--- src/rtl/rf_write_arbiter.sv ---
// Register-file write-port arbiter: writeback (A) wins over a queued long-latency
// requester (B); publishes a pending scoreboard and a starvation hold toward the pipeline.
// Ports: clk, reset (sync, high); a_valid/a_reg/a_data; b_valid/b_ready/b_reg/b_data;
// rf_we/rf_waddr/rf_wdata (registered); pending[31:0]; a_hold; err (sticky).
module rf_write_arbiter #(
  parameter int DATA_W     = 32,
  parameter int B_DEPTH    = 2,
  parameter int STARVE_MAX = 4
) (
  input  logic              clk,
  input  logic              reset,
  input  logic              a_valid,
  input  logic [4:0]        a_reg,
  input  logic [DATA_W-1:0] a_data,
  input  logic              b_valid,
  output logic              b_ready,
  input  logic [4:0]        b_reg,
  input  logic [DATA_W-1:0] b_data,
  output logic              rf_we,
  output logic [4:0]        rf_waddr,
  output logic [DATA_W-1:0] rf_wdata,
  output logic [31:0]       pending,
  output logic              a_hold,
  output logic              err
);

  localparam int PTR_W = (B_DEPTH > 1) ? $clog2(B_DEPTH) : 1;
  localparam int CNT_W = $clog2(B_DEPTH + 1);
  localparam int ST_W  = $clog2(STARVE_MAX + 1);

  localparam logic [PTR_W-1:0] LAST_PTR = PTR_W'(B_DEPTH - 1);
  localparam logic [CNT_W-1:0] DEPTH_C  = CNT_W'(B_DEPTH);
  localparam logic [ST_W-1:0]  SMAX_C   = ST_W'(STARVE_MAX);

  typedef enum logic [1:0] {
    S_IDLE,
    S_QUEUED,
    S_HOLD
  } state_e;

  logic [4:0]        breg_q  [B_DEPTH];
  logic [DATA_W-1:0] bdata_q [B_DEPTH];

  logic [PTR_W-1:0]  wr_ptr_q, wr_ptr_d;
  logic [PTR_W-1:0]  rd_ptr_q, rd_ptr_d;
  logic [CNT_W-1:0]  cnt_q, cnt_d;
  logic [ST_W-1:0]   starve_q, starve_d;
  state_e            state_q, state_d;
  logic              rf_we_q, rf_we_d;
  logic [4:0]        rf_waddr_q, rf_waddr_d;
  logic [DATA_W-1:0] rf_wdata_q, rf_wdata_d;
  logic              out_b_q, out_b_d;
  logic              err_q, err_d;

  logic sel_a;
  logic pop;
  logic push;

  assign b_ready  = (cnt_q < DEPTH_C);
  assign a_hold   = (state_q == S_HOLD);
  assign rf_we    = rf_we_q;
  assign rf_waddr = rf_waddr_q;
  assign rf_wdata = rf_wdata_q;
  assign err      = err_q;

  // Head pops only on registered occupancy, so a fresh push is never bypassed.
  always_comb begin
    sel_a = a_valid && (a_reg != 5'd0);
    pop   = !sel_a && (cnt_q != '0);
    push  = b_valid && b_ready && (b_reg != 5'd0);
  end

  always_comb begin
    wr_ptr_d   = wr_ptr_q;
    rd_ptr_d   = rd_ptr_q;
    rf_waddr_d = rf_waddr_q;
    rf_wdata_d = rf_wdata_q;
    starve_d   = starve_q;

    if (push) begin
      wr_ptr_d = (wr_ptr_q == LAST_PTR) ? '0 : wr_ptr_q + 1'b1;
    end
    if (pop) begin
      rd_ptr_d = (rd_ptr_q == LAST_PTR) ? '0 : rd_ptr_q + 1'b1;
    end
    cnt_d = cnt_q + CNT_W'(push) - CNT_W'(pop);

    rf_we_d = sel_a || pop;
    out_b_d = pop;
    unique case (1'b1)
      sel_a: begin
        rf_waddr_d = a_reg;
        rf_wdata_d = a_data;
      end
      pop: begin
        rf_waddr_d = breg_q[rd_ptr_q];
        rf_wdata_d = bdata_q[rd_ptr_q];
      end
      default: ;
    endcase

    if ((cnt_q == '0) || pop) begin
      starve_d = '0;
    end else if (sel_a && (starve_q != SMAX_C)) begin
      starve_d = starve_q + 1'b1;
    end

    if (cnt_d == '0) begin
      state_d = S_IDLE;
    end else if (starve_d == SMAX_C) begin
      state_d = S_HOLD;
    end else begin
      state_d = S_QUEUED;
    end

    err_d = err_q || (a_valid && a_hold);
  end

  // Scoreboard: live FIFO entries plus a B write sitting in the output stage.
  always_comb begin
    int idx;
    pending = '0;
    for (int k = 0; k < B_DEPTH; k++) begin
      idx = int'(rd_ptr_q) + k;
      if (idx >= B_DEPTH) begin
        idx = idx - B_DEPTH;
      end
      if (k < int'(cnt_q)) begin
        pending[breg_q[PTR_W'(idx)]] = 1'b1;
      end
    end
    if (rf_we_q && out_b_q) begin
      pending[rf_waddr_q] = 1'b1;
    end
    pending[0] = 1'b0;
  end

  always_ff @(posedge clk) begin
    if (reset) begin
      wr_ptr_q   <= '0;
      rd_ptr_q   <= '0;
      cnt_q      <= '0;
      starve_q   <= '0;
      state_q    <= S_IDLE;
      rf_we_q    <= 1'b0;
      rf_waddr_q <= '0;
      rf_wdata_q <= '0;
      out_b_q    <= 1'b0;
      err_q      <= 1'b0;
    end else begin
      wr_ptr_q   <= wr_ptr_d;
      rd_ptr_q   <= rd_ptr_d;
      cnt_q      <= cnt_d;
      starve_q   <= starve_d;
      state_q    <= state_d;
      rf_we_q    <= rf_we_d;
      rf_waddr_q <= rf_waddr_d;
      rf_wdata_q <= rf_wdata_d;
      out_b_q    <= out_b_d;
      err_q      <= err_d;
    end
  end

  always_ff @(posedge clk) begin
    if (push) begin
      breg_q[wr_ptr_q]  <= b_reg;
      bdata_q[wr_ptr_q] <= b_data;
    end
  end

endmodule

--- config.mk ---
export PLATFORM = sky130hd
export DESIGN_NAME = rf_write_arbiter
export DESIGN_NICKNAME = d
export VERILOG_FILES = /design/src/rtl/rf_write_arbiter.sv
export SDC_FILE = /design/constraint.sdc
export NUM_CORES = 1
export LEC_CHECK = 0
export CORE_MARGIN = 4
export CORE_UTILIZATION = 49
export CTS_BUF_LIST = sky130_fd_sc_hd__clkbuf_16
export CTS_CLUSTER_DIAMETER = 80
export DETAILED_ROUTE_END_ITERATION = 16
export PLACE_DENSITY = 0.91
export SYNTH_ARGS = -nofsm -noshare
export SYNTH_HDL_FRONTEND = slang
export SYNTH_SLANG_ARGS = --single-unit
export TNS_END_PERCENT = 100
--- constraint.sdc ---
create_clock -name clk -period 4.3 [get_ports clk]
set_input_delay 1.29 -clock clk [delete_from_list [all_inputs] [get_ports clk]]
set_output_delay 1.29 -clock clk [all_outputs]
set_load 0.005 [all_outputs]
==> flow_summary.json <==
{
  "tritoncts": "built",
  "r2r_slack_ns": 2.32,
  "synth_cell_type_count": 37,
  "clk-insertion-delay-late_ns": 0.40,
  "arrival_ns": 2.73,
  "worst_pin_slew_ns": 1.08,
  "dpl.cell_count": 820,
  "synth_fp_nets": 632,
  "fp.dieArea_mm2": 0.0134,
  "p_total_uw": 4010,
  "fmaxAchievable_mhz": 249,
  "grtUsageTotal_pct": 22.8,
  "yosys_most_used_dff": "sky130_fd_sc_hd__edfxtp_1",
  "clkSinkCount": 124,
  "netlist_area_mm2": 0.00569,
  "irDropWorstVdd_mv": 0.399,
  "worst_path_max_delay_cell": "sky130_fd_sc_hd__a21oi_1",
  "power_density_relative_to_cell_area_mw_per_mm2": 509,
  "fillCellCount": 841,
  "slew_viol_final": 0,
  "min_cycle_time_layout_ns": 4.02,
  "clockBufferDepth": 2,
  "worst-path-buf-inv": 1,
  "number_of_standard_cells_after_synthesis": 550,
  "initialDrtViolationCount": 262,
  "result_of_the_run": "finished, final reports clean",
  "cts.root.buffer_cell": "sky130_fd_sc_hd__clkbuf_16",
  "postRouteWirelength_mm": 15.1,
  "pin_count": 151,
  "rsz_0062_raised_after_global_routing": "false",
  "critical_path.reg2reg.endpoint": "state_q[1]",
  "synth_sequential_area_ratio_pct": 56.6,
  "final_net_count": 778,
  "number_of_buffers_created_by_cts": 17,
  "relSlewSlack_pct": 27.7,
  "final_antenna_net_count": 0,
  "total_negative_setup_slack_ns": 0,
  "worst_path_dominant_cell_family": "compound AO/OA/AOI/OAI gates",
  "drc_errors": 0,
  "row_count": 39,
  "worst_r2r_startpoint": "cnt_q[1]",
  "grt_antenna_before_repair": 0,
  "antenna_cells": 0,
  "hold_buffers": 0,
  "synth_async_sr_flop_share_pct": 0,
  "setup_violations": 0,
  "worst_setup_path_endpoint": "pending[26]",
  "die_w_um": 116,
  "synth_area_leader_cell": "sky130_fd_sc_hd__edfxtp_1",
  "avgSynthCellArea_um2": 10.3,
  "timing.critical_path.from": "breg_q[1][0]",
  "synth.top_cells.by_area": "sky130_fd_sc_hd__edfxtp_1, sky130_fd_sc_hd__dfxtp_1, sky130_fd_sc_hd__nand2_1",
  "grt_start_max_net_pins": 42,
  "place.gp.congestion": 0.887,
  "longest_individual_stage_delay_on_the_worst_path_ns": 0.57,
  "detail_route.wl_per_cell_um": 17.7,
  "register_area_mm2": 0.00323,
  "multiInputGateArea_mm2": 0.00231,
  "cts_htree_levels": 4,
  "path_class": "register to output port",
  "layout_worst_path_cycle_share_pct": 93.5,
  "die_y_um": 116,
  "endpoint_kind": "output port",
  "worstSetupStartpointType": "register",
  "ys.warnings.count": 0,
  "place.port_buffers": 149,
  "netlist.area_leader.share_pct": 39.0,
  "grt_pass1_vias": 4787,
  "cts.clk_slew.worst_paths_ns": 0.05,
  "synth.ff_latch_count": 124,
  "cp_data_required_time_ns": 3.01,
  "global_route_wire_length_before_repair_mm": 23.6,
  "firstDrtPassIters": 5,
  "finalHoldViolCount": 0,
  "stages_on_the_worst_setup_path": 5,
  "initial_core_util_pct": 50.1,
  "p_leak_uw": 0.00284,
  "synth-edff-count": 74,
  "min_path_type": "register to register",
  "placeableCoreArea_mm2": 0.0114,
  "ff2ff_path_depth": 9,
  "timing.critical_path.fanout_max": 8,
  "final_cells": 852,
  "vias": 4777,
  "global_route.overflow_total": 0,
  "timing.clock.skew_ns": 0.00913,
  "area_growth_pct": 38.4,
  "dp_hpwl_mm": 10.5,
  "max_capacitance_violation_total": 0,
  "layout-drive-gt1-share_pct": 8.18,
  "crit_path_cell_trace": "or3b_2, a21oi_1, a22oi_1, nand2_1, clkdlybuf4s50_1",
  "detail_route.vias_per_cell": 5.61
}
synthesized netlist by cell type (5+ instances only):
cell type,number
sky130_fd_sc_hd__mux2i_1,39
sky130_fd_sc_hd__inv_1,6
sky130_fd_sc_hd__o211ai_1,38
sky130_fd_sc_hd__mux2_2,5
sky130_fd_sc_hd__nand3b_1,7
sky130_fd_sc_hd__nand2_1,139
sky130_fd_sc_hd__buf_2,10
sky130_fd_sc_hd__nor2_1,10
sky130_fd_sc_hd__edfxtp_1,74
sky130_fd_sc_hd__or3b_2,7
sky130_fd_sc_hd__nor3b_1,5
sky130_fd_sc_hd__dfxtp_1,50
sky130_fd_sc_hd__a22oi_1,31
sky130_fd_sc_hd__clkbuf_1,24
sky130_fd_sc_hd__a21oi_1,54
sky130_fd_sc_hd__nor3_1,13
layout make-up:
type	count	area share (%)
inverters	6	0.286
clock inverters	14	0.810
flip-flops and latches	124	40.9
repair buffers	164	20.6
multi-input cells	383	29.4
well taps	143	2.27
clock buffers	18	5.72
placed cells by master (no fill, tap or decap), drive strengths merged, types with 2 or more instances in the layout:
master         netlist  final
a21oi               54     54
a22oi               31     31
and3                 4      4
and3b                2      2
buf                 13     16
clkbuf              24     18
clkdlybuf4s50        0    148
clkinv               0      8
clkinvlp             0      2
dfxtp               50     50
edfxtp              74     74
ha                   4      4
inv                  6     10
mux2                 5      5
mux2i               39     39
nand2              139    139
nand3                2      2
nand3b               7      7
nor2                10     10
nor2b                3      3
nor3                13     13
nor3b                5      5
nor4                 3      3
o211ai              38     38
o21ai                3      3
or3                  3      3
or3b                 7      7
or4                  2      2
xnor2                2      2
power by group:
group	switching, µW	internal, µW
Sequential	114	1470
Clock	470	746
Combinational	662	548
worst min path at each step:
stage / start / endpoint / slack [ns] / cells after the start
2_1_floorplan: err / err / 0.46 / 2
3_3_place_gp: err / err / 0.50 / 2
3_5_place_dp: err / err / 0.51 / 2
4_1_cts: err / err / 0.52 / 2
5_1_grt: err / err / 0.54 / 2
6_report: err / err / 0.51 / 2
worst reg2reg max path, cell delays in order (launching register included):
cell	delay, ns
sky130_fd_sc_hd__dfxtp_1	0.33
sky130_fd_sc_hd__inv_1	0.18
sky130_fd_sc_hd__o211ai_1	0.17
sky130_fd_sc_hd__buf_4	0.20
sky130_fd_sc_hd__ha_1	0.28
sky130_fd_sc_hd__inv_1	0.04
sky130_fd_sc_hd__ha_1	0.27
sky130_fd_sc_hd__nor2b_1	0.15
sky130_fd_sc_hd__nor2_1	0.19
sky130_fd_sc_hd__nor2b_1	0.07
stage by stage:
step                      worst slack, ns  hold slack [ns]  area [µm²]  utilization, %
final                               0.280            0.510        7880            69.3
after global routing                0.190            0.535        7880            69.3
after CTS                           0.197            0.522        7880            69.3
after detailed placement            0.506            0.514        7360            64.8
after global placement              0.559            0.499        7360            64.8
after floorplan                     0.747            0.460        5690               -
cells by family after synthesis:
kind of cell,count (synthesis),share of synthesized area (%)
AOI/OAI and AO/OA,128,14.4
buffers and inverters,43,3.19
muxes,44,7.85
DFF,124,56.6
xor gates and xnor gates,3,0.703
and+or+nand+nor,203,16.2
adders and majority gates,4,0.879
other,1,0.0659
routing by layer:
layer,share of wire [%],up-vias,global-route usage (%),routed length (µm)
li1,-,2304,-,-
met1,41,2250,26.6,6130
met2,51,202,40.1,7680
met3,6.1,21,5.01,924
met4,2.1,0,10.8,315
met5,0,-,0,0
repair_timing:
item                       in CTS  in global routing
setup buffers                   0                  0
resized for setup               0                  1
setup endpoints to repair       0                  3
state kept, by name (all words and copies together) (netlist names), 2 cells and up, named ones only:
| signal | cells |
|---|---|
| rf_wdata | 32 |
| rf_waddr | 5 |
| starve_q | 3 |
| bdata_q | 64 |
| cnt_q | 2 |
| state_q | 2 |
| breg_q | 10 |
(Power assumes the default switching activity.)
